===== src/rtl/cva6_axi_txn_scheduler.sv =====
// Round-robin scheduler sharing one AXI AR/AW channel between cache requesters, with ID pool,
// per-ID owner tracking and an outstanding-write cap. Optional FENCE drain: CVA6_AXI_SCHED_DRAIN_EN.
module cva6_axi_txn_scheduler #(
  parameter int unsigned NR_REQ             = 3,
  parameter int unsigned ID_WIDTH           = 4,
  parameter int unsigned MAX_WR_OUTSTANDING = 7,
  localparam int unsigned OWN_W  = (NR_REQ > 1) ? $clog2(NR_REQ) : 1,
  localparam int unsigned WCNT_W = $clog2(MAX_WR_OUTSTANDING + 1),
  localparam int unsigned NR_ID  = 2 ** ID_WIDTH
) (
  input  logic                clk_i,
  input  logic                rst_i,
  input  logic [NR_REQ-1:0]   req_valid_i,
  input  logic [NR_REQ-1:0]   req_write_i,
  output logic [NR_REQ-1:0]   req_ready_o,
  output logic                axi_valid_o,
  input  logic                axi_ready_i,
  output logic [ID_WIDTH-1:0] axi_id_o,
  output logic                axi_write_o,
  output logic [OWN_W-1:0]    axi_owner_o,
  input  logic                rsp_valid_i,
  input  logic [ID_WIDTH-1:0] rsp_id_i,
  input  logic                rsp_last_i,
  output logic [OWN_W-1:0]    rsp_owner_o,
  output logic                rsp_spurious_o,
  output logic [ID_WIDTH:0]   outstanding_o,
`ifdef CVA6_AXI_SCHED_DRAIN_EN
  input  logic                drain_req_i,
  output logic                drain_done_o,
`endif
  output logic [WCNT_W-1:0]   wr_outstanding_o
);

  typedef enum logic [0:0] {StIdle, StIssue} state_e;

  state_e                  state_q, state_d;
  logic [NR_ID-1:0]        busy_q, busy_d;
  logic [NR_ID-1:0]        wr_q, wr_d;
  logic [OWN_W-1:0]        owner_q [NR_ID];
  logic [OWN_W-1:0]        owner_d [NR_ID];
  logic [ID_WIDTH:0]       outstanding_q, outstanding_d;
  logic [WCNT_W-1:0]       wr_cnt_q, wr_cnt_d;
  logic [OWN_W-1:0]        rr_q, rr_d;
  logic [ID_WIDTH-1:0]     axi_id_q, axi_id_d;
  logic                    axi_write_q, axi_write_d;
  logic [OWN_W-1:0]        axi_owner_q, axi_owner_d;

  logic                    drain_block;
  logic                    can_grant;
  logic [NR_REQ-1:0]       eligible;
  logic                    grant;
  logic [OWN_W-1:0]        gnt_idx;
  logic                    gnt_write;
  logic [ID_WIDTH-1:0]     alloc_id;
  logic                    free_hit;
  logic                    wr_free;

`ifdef CVA6_AXI_SCHED_DRAIN_EN
  logic drain_done_q, drain_done_d;
  assign drain_block  = drain_req_i;
  assign drain_done_d = drain_req_i && (outstanding_q == '0) && (state_q == StIdle);
  assign drain_done_o = drain_done_q;
`else
  assign drain_block = 1'b0;
`endif

  // Allocation reads only the registered bitmap, so an ID freed this cycle is not reused yet.
  always_comb begin
    alloc_id = '0;
    for (int i = NR_ID - 1; i >= 0; i--) begin
      if (!busy_q[i]) alloc_id = ID_WIDTH'(i);
    end
  end

  assign can_grant = (state_q == StIdle) && !(&busy_q) && !drain_block;

  always_comb begin
    for (int i = 0; i < NR_REQ; i++) begin
      eligible[i] = can_grant && req_valid_i[i] &&
                    (!req_write_i[i] || (wr_cnt_q < WCNT_W'(MAX_WR_OUTSTANDING)));
    end
  end

  // Two passes give a rotating search: first from the RR pointer upward, then wrap to 0.
  always_comb begin
    grant   = 1'b0;
    gnt_idx = '0;
    for (int i = 0; i < NR_REQ; i++) begin
      if (!grant && eligible[i] && (OWN_W'(i) >= rr_q)) begin
        grant   = 1'b1;
        gnt_idx = OWN_W'(i);
      end
    end
    for (int i = 0; i < NR_REQ; i++) begin
      if (!grant && eligible[i]) begin
        grant   = 1'b1;
        gnt_idx = OWN_W'(i);
      end
    end
    for (int i = 0; i < NR_REQ; i++) begin
      req_ready_o[i] = grant && (gnt_idx == OWN_W'(i));
    end
  end

  assign gnt_write = |(req_ready_o & req_write_i);
  assign free_hit  = rsp_valid_i && rsp_last_i && busy_q[rsp_id_i];
  assign wr_free   = free_hit && wr_q[rsp_id_i];

  always_comb begin
    state_d       = state_q;
    busy_d        = busy_q;
    wr_d          = wr_q;
    owner_d       = owner_q;
    outstanding_d = outstanding_q;
    wr_cnt_d      = wr_cnt_q;
    rr_d          = rr_q;
    axi_id_d      = axi_id_q;
    axi_write_d   = axi_write_q;
    axi_owner_d   = axi_owner_q;

    unique case (state_q)
      StIdle:  if (grant) state_d = StIssue;
      StIssue: if (axi_ready_i) state_d = StIdle;
      default: state_d = StIdle;
    endcase

    if (free_hit) busy_d[rsp_id_i] = 1'b0;
    if (grant) begin
      busy_d[alloc_id]  = 1'b1;
      wr_d[alloc_id]    = gnt_write;
      owner_d[alloc_id] = gnt_idx;
      axi_id_d          = alloc_id;
      axi_write_d       = gnt_write;
      axi_owner_d       = gnt_idx;
      rr_d              = (gnt_idx == OWN_W'(NR_REQ - 1)) ? '0 : gnt_idx + 1'b1;
    end

    unique case ({grant, free_hit})
      2'b10:   outstanding_d = outstanding_q + 1'b1;
      2'b01:   outstanding_d = outstanding_q - 1'b1;
      default: outstanding_d = outstanding_q;
    endcase

    unique case ({grant && gnt_write, wr_free})
      2'b10:   wr_cnt_d = wr_cnt_q + 1'b1;
      2'b01:   wr_cnt_d = wr_cnt_q - 1'b1;
      default: wr_cnt_d = wr_cnt_q;
    endcase
  end

  always_ff @(posedge clk_i) begin
    if (rst_i) begin
      state_q       <= StIdle;
      busy_q        <= '0;
      wr_q          <= '0;
      owner_q       <= '{default: '0};
      outstanding_q <= '0;
      wr_cnt_q      <= '0;
      rr_q          <= '0;
      axi_id_q      <= '0;
      axi_write_q   <= 1'b0;
      axi_owner_q   <= '0;
`ifdef CVA6_AXI_SCHED_DRAIN_EN
      drain_done_q  <= 1'b0;
`endif
    end else begin
      state_q       <= state_d;
      busy_q        <= busy_d;
      wr_q          <= wr_d;
      owner_q       <= owner_d;
      outstanding_q <= outstanding_d;
      wr_cnt_q      <= wr_cnt_d;
      rr_q          <= rr_d;
      axi_id_q      <= axi_id_d;
      axi_write_q   <= axi_write_d;
      axi_owner_q   <= axi_owner_d;
`ifdef CVA6_AXI_SCHED_DRAIN_EN
      drain_done_q  <= drain_done_d;
`endif
    end
  end

  assign axi_valid_o      = (state_q == StIssue);
  assign axi_id_o         = axi_id_q;
  assign axi_write_o      = axi_write_q;
  assign axi_owner_o      = axi_owner_q;
  assign outstanding_o    = outstanding_q;
  assign wr_outstanding_o = wr_cnt_q;
  assign rsp_spurious_o   = rsp_valid_i && !busy_q[rsp_id_i];
  assign rsp_owner_o      = busy_q[rsp_id_i] ? owner_q[rsp_id_i] : '0;

endmodule


===== config.mk =====
export PLATFORM = sky130hd
export DESIGN_NAME = cva6_axi_txn_scheduler
export DESIGN_NICKNAME = d
export VERILOG_FILES = /design/src/rtl/cva6_axi_txn_scheduler.sv
export SDC_FILE = /design/constraint.sdc
export NUM_CORES = 1
export LEC_CHECK = 0
export ABC_AREA = 0
export ABC_CLOCK_PERIOD_IN_PS = 3000
export BUFFER_PORTS_ARGS = -buffer_cell sky130_fd_sc_hd__buf_4
export CORE_MARGIN = 2
export CORE_UTILIZATION = 54
export CTS_CLUSTER_SIZE = 10
export DETAILED_ROUTE_END_ITERATION = 6
export PLACE_DENSITY = 0.76
export RECOVER_POWER = 25
export SETUP_SLACK_MARGIN = 0.1
export SYNTH_ARGS = -nofsm -noshare
export SYNTH_HDL_FRONTEND = slang
export SYNTH_SLANG_ARGS = --single-unit

===== constraint.sdc =====
create_clock -name clk_i -period 3 [get_ports clk_i]
set_input_delay 0.3 -clock clk_i [delete_from_list [all_inputs] [get_ports clk_i]]
set_output_delay 0.3 -clock clk_i [all_outputs]
set_load 0.02 [all_outputs]

# Word-level counts from Yosys, hierarchy flattened
# Cells that the tools add are included.
[totals]
n_memories = 0
ramBits = 0
latchBits = 0
elab_cells = 149
reg_bits = 82
mem_bits_ro = 0
[op_classes]
reduce_logical = 44
mux = 51
n_addsub = 5
n_lt_le_gt_ge = 11
div_mod_pow = 0
eq_ne = 6
shift = 0
bitwise_logic = 7
mul = 0
[ops]
columns = ["cell", "count"]
rows = [
  ["2-to-1 mux 4 bit", 16],
  ["bitwise mux 32 bit", 1],
  ["2-to-1 mux 16 bit", 2],
  ["logical AND 1 bit", 26],
  ["2-to-1 mux 2 bit", 9],
  ["bitwise AND 16 bit", 1],
  ["bitwise mux 16 bit", 1],
  ["inverter 16 bit", 1],
  ["bitwise OR 16 bit", 1],
  ["AND reduction 16 bit", 1],
  ["2-to-1 mux 1 bit", 13],
  ["greater-or-equal comparator 5 bit, second input constant", 2],
  ["zero test 1 bit", 10],
  ["< comparator 4 x 5 -> 1 bit, second input constant", 2],
  ["inverter 4 -> 5 bit", 2],
  ["case mux 5 bit (2 select lines)", 1],
  ["binary-select mux 1 bit (select 4 bit)", 2],
  ["binary-select mux 2 bit (select 4 bit)", 1],
  ["demux 1 bit (select 4 bit)", 2],
  ["demux 2 bit (select 4 bit)", 1],
  ["greater-or-equal comparator 4 x 1 -> 1 bit, second input constant", 2],
  ["== test 2 x 1 -> 1 bit, second input constant", 3],
  ["== test 2 bit, second input constant", 3],
  ["case mux 3 bit (2 select lines)", 1],
  ["other kinds (16)", 20],
]

# Depth between registers and ports, before layout
[depth]
word_depth = 31
depth_mapped = 15

# Worst setup path before layout
# No wires, ideal clock.
[synth_path]
kind = "register to register"
start = "reg wr_cnt_q[0] (netlist: wr_outstanding_o[0])"
end = "reg outstanding_q[4] (netlist: outstanding_o[4])"
slack_ns = -0.365
stages_incl_launch_ff = 15
t_arrival_ns = 3.295
required_time_ns = 2.930
setup_ns = 0.070
synth_period_minus_slack_ns = 3.365
cell_sequence = "dfxtp_1 -> nand4_1 -> a222oi_1 -> nor2_1 -> inv_1 -> buf_2 -> ha_1 -> inv_1 -> fa_1 -> nor2b_1 -> o21a_1 -> nor2_1 -> xnor2_1 -> or3_1 -> a21oi_1"
[synth_via]
elab_chain_cells = 24
word_cells_on_any_way = 30
cone_classes = "order compare: 1; eq/ne: 2; mux: 7; reduce/logical: 20"
[synth_rtl]
columns = ["item", "line", "source"]
rows = [
  ["start: declaration", "42", "logic [WCNT_W-1:0] wr_cnt_q, wr_cnt_d;"],
  ["start signal: assignment", "172", "wr_cnt_q <= wr_cnt_d;"],
  ["< comparator 3 bit *", "80", "(!req_write_i[i] || (wr_cnt_q < WCNT_W'(MAX_WR_OUTSTANDING)));"],
  ["logical OR 1 bit", "80", ""],
  ["logical AND 1 bit", "79", "eligible[i] = can_grant && req_valid_i[i] &&"],
  ["logical AND 1 bit", "89", "if (!grant && eligible[i] && (OWN_W'(i) >= rr_q)) begin"],
  ["2-to-1 mux 1 bit", "89", ""],
  ["zero test 1 bit", "89", ""],
  ["logical AND 1 bit (2 in a row)", "89", ""],
  ["2-to-1 mux 1 bit", "89", ""],
  ["(+7 left out)", "n/a", ""],
  ["zero test 1 bit", "95", "if (!grant && eligible[i]) begin"],
  ["logical AND 1 bit", "95", ""],
  ["2-to-1 mux 1 bit", "95", ""],
  ["zero test 1 bit", "95", ""],
  ["logical AND 1 bit", "95", ""],
  ["2-to-1 mux 1 bit *", "95", ""],
  ["== test 2 x 1 -> 1 bit / == test 2 bit (equally long branches)", "138", "unique case ({grant, free_hit})"],
  ["case mux 5 bit (2 select lines) / nonzero test 2 bit (equally long branches)", "n/a", ""],
  ["end signal: assignment", "171", "outstanding_q <= outstanding_d;"],
  ["end: declaration", "41", "logic [ID_WIDTH:0] outstanding_q, outstanding_d;"],
]
# Mark *: on every way between the ends. The rest lies on a longest branch, timed or not.
# A chain may end at the register's enable or synchronous reset.

# Worst setup path after layout
[layout_path]
start = "reg wr_cnt_q[1] (netlist: wr_outstanding_o[1])"
end = "reg outstanding_q[4] (netlist: outstanding_o[4])"
# Same word-level chain as after synthesis.

==> results.yml <==
cts:
  clk_pin_slew_ns: 0.09
  numClockSinks: 82
  ctsHoldBuffers: 0
  clkLatencyLatePin_ns: 0.36
  htree_levels: 3
  cts_buffers: 9
  tritoncts: "built"
  cts_buffer_depth: 2
  clockRootBuffer: "clkbuf_8"
place:
  post-place-ws_ns: -0.0225
  place_inst: 597
  portBuffers: 36
  place_congestion: 0.924
  dpl.hpwl_um: 7970
sta:
  slew_viol_final: 0
  hold_viol: 0
  fin_crit_ns: 2.86
  setup_viol: 0
  fin_crit_sh_pct: 95.2
  fmax_ghz: 0.350
  relSlewSlack_pct: 50.9
  tightest_slew_ns: 0.735
  finalSetupTns_ns: 0
  finalWorstSetupSlack_ns: 0.144
  rsz0062_at_grt: "yes"
  fin_worst_skew_ns: 0.0146
floorplanning:
  dieWidth_um: 93.2
  ioPinCount: 37
  num_rows: 32
  die_area_um2: 8690
  initial_core_util_pct: 55.7
  core_area_um2: 7730
  dieHeight_um: 93.2
power:
  power_density_nw_per_um2: 475
  pwr-share-comb_pct: 15.4
  pwr-share-seq_pct: 47.8
  finalPower_mw: 2.40
  power.share.clock_pct: 36.8
  p_leak_nw: 1.86
  p_sw_share_pct: 28.2
  p_int_mw: 1.72
  p_sw_mw: 0.676
  peakVddDrop_v: 0.000415
routing:
  dr.pass1.iters: 5
  ant_nets: 0
  wl_um: 11300
  post_drt_wl_per_cell_um: 18.3
  drt_iter0_markers: 312
  drc: 0
  vias_per_cell: 6.17
  routed-via-count: 3802
job:
  drv_cap: 0
min_path:
  hold_path_class: "in -> reg"
critical_path:
  start_kind: "flop"
  startpoint: "wr_outstanding_o[1]"
  arrival_ns: 3.15
  required_ns: 3.30
  critPathCapture: "outstanding_o[4]"
  crit_path_end_kind: "flop"
  critPathKind: "reg -> reg"
  rr_startpoint: "wr_outstanding_o[1]"
  critical_path_peak_fanout: 7
  r2r_cells: 13
  timing.rr.end: "outstanding_o[4]"
  rrSetupSlack_ns: 0.14
global_route:
  grt_pass1_vias: 3576
  grt_util_all_layers_pct: 26.4
  grt_overflow: 0
  grt_pass1_wl_um: 17900
  antenna_found_initial: 0
  grt_max_degree: 53
synthesis:
  yosysSeqAreaShare_pct: 38.2
  syn_area_um2: 4300
  ys_seq_elements: 82
  syn_avg_cell_area_um2: 9.25
  synthCells: 465
  yosys.area.top_type: "dfxtp_1"
  synth_ff_type: "dfxtp_1"
  synth-warning-count: 0
  synth_enable_flop_cells: 0
  netlist_top_cells_area: "dfxtp_1, mux4_2, mux2i_1"
  async_flop_share_pct: 0
  yosys.area.top_type_share_pct: 38.2
  syn_nets: 487
  yosys.cell_types.count: 60
finish:
  layout.nets: 531
  layout-drive-gt1-share_pct: 24.1
  diodes: 0
  multi_input_area_um2: 2550
  seqCellArea_um2: 1660
  final_common_cell: "dfxtp_1"
  final_cell_mix: "dfxtp_1, nor2_1, buf_4"
  area_growth_syn_to_layout_pct: 17.4
  fill_cells: 657
  finalNonFillerCells: 616
outcome:
  outcome: "finished clean"
==> sequential cells by signal (all words and copies together) (netlist names) <==
signal            flops
busy_q               16
axi_valid_o           1
wr_outstanding_o      3
owner_q              32
axi_write_o           1
outstanding_o         5
axi_owner_o           2
axi_id_o              4
wr_q                 16
rr_q                  2
==> power groups by stage <==
stage | combinational, mW | clock (mW) | sequential (mW)
floorplan | 0.214 | 0 | 1.18
global placement | 0.353 | 0 | 1.17
detailed placement | 0.359 | 0 | 1.17
CTS | 0.362 | 0.892 | 1.15
global route | 0.396 | 0.943 | 1.15
finish | 0.368 | 0.883 | 1.15
==> metal layers <==
| metal | part of all wire, % | GRT usage, % | vias up |
|---|---|---|---|
| met3 | 6.8 | 6.04 | 18 |
| li1 | - | - | 1797 |
| met1 | 44 | 36.6 | 1848 |
| met4 | 2.1 | 10.8 | 0 |
| met2 | 47 | 40.0 | 139 |
| met5 | 0 | 0 | - |
==> synth_stat cells, types with 7 or more instances <==
cell type / count
nand2_1: 30
buf_2: 7
nand3_1: 16
nand4_1: 9
nand2b_1: 10
mux4_2: 19
a21oi_1: 45
nor2_1: 56
inv_1: 18
mux2i_1: 29
clkbuf_1: 19
o21ai_0: 21
dfxtp_1: 82
==> how the worst min path moves through the flow <==
stage                     cells past startpoint         from     endpoint  slack [ns]
after floorplan                               2  owner_q[12]  owner_q[12]        0.44
after global placement                        2  axi_id_o[0]  axi_id_o[0]        0.44
after detailed placement                      2  axi_id_o[0]  axi_id_o[0]        0.45
after CTS                                     3  axi_ready_i  axi_valid_o        0.19
after global routing                          3  axi_ready_i  axi_valid_o        0.22
final                                         3  axi_ready_i  axi_valid_o        0.22
==> critical path, stage by stage (launching register included) <==
cell and delay [ns]:
dfxtp_4 0.39, nand4_1 0.16, a222oi_1 0.58, nor2_2 0.12, inv_2 0.11, ha_4 0.16, inv_2 0.05, fa_2 0.35
nor2b_2 0.15, o21a_1 0.14, nor2_1 0.04, xnor2_1 0.12, or3_1 0.32, a21oi_2 0.11
==> through the flow <==
stage | instance area, µm² | hold slack, ns | utilization (%)
finish | 5050 | 0.215 | 65.3
detailed placement | 4780 | 0.454 | 61.9
floorplan | 4340 | 0.436 | -
global placement | 4780 | 0.444 | 61.9
global route | 5050 | 0.222 | 65.3
CTS | 5000 | 0.194 | 64.8
==> kinds of logic after synthesis <==
logic type / Yosys count / share of synthesized area [%]
and+or+nand+nor: 165 / 20.6
muxes: 49 / 17.0
xor gates and xnor gates: 6 / 1.22
buffers and inverters: 48 / 4.42
AOI/OAI and AO/OA: 108 / 16.2
DFF: 82 / 38.2
adders and majority gates: 7 / 2.39
==> layout make-up <==
cell class,count,area share [%]
Clock buffer,12,3.30
Clock inverter,4,1.09
Inverter,18,1.34
Multi-Input combinational cell,335,50.5
Sequential cell,82,32.9
Tap cell,102,2.53
Timing Repair Buffer,63,8.33
==> timing repair <==
| action | CTS | global route |
|---|---|---|
| endpoints found under the setup margin | 0 | 6 |
| setup buffers | 0 | 3 |
| gates resized for setup | 0 | 23 |
No activity file was read; power rests on OpenSTA's default activity.
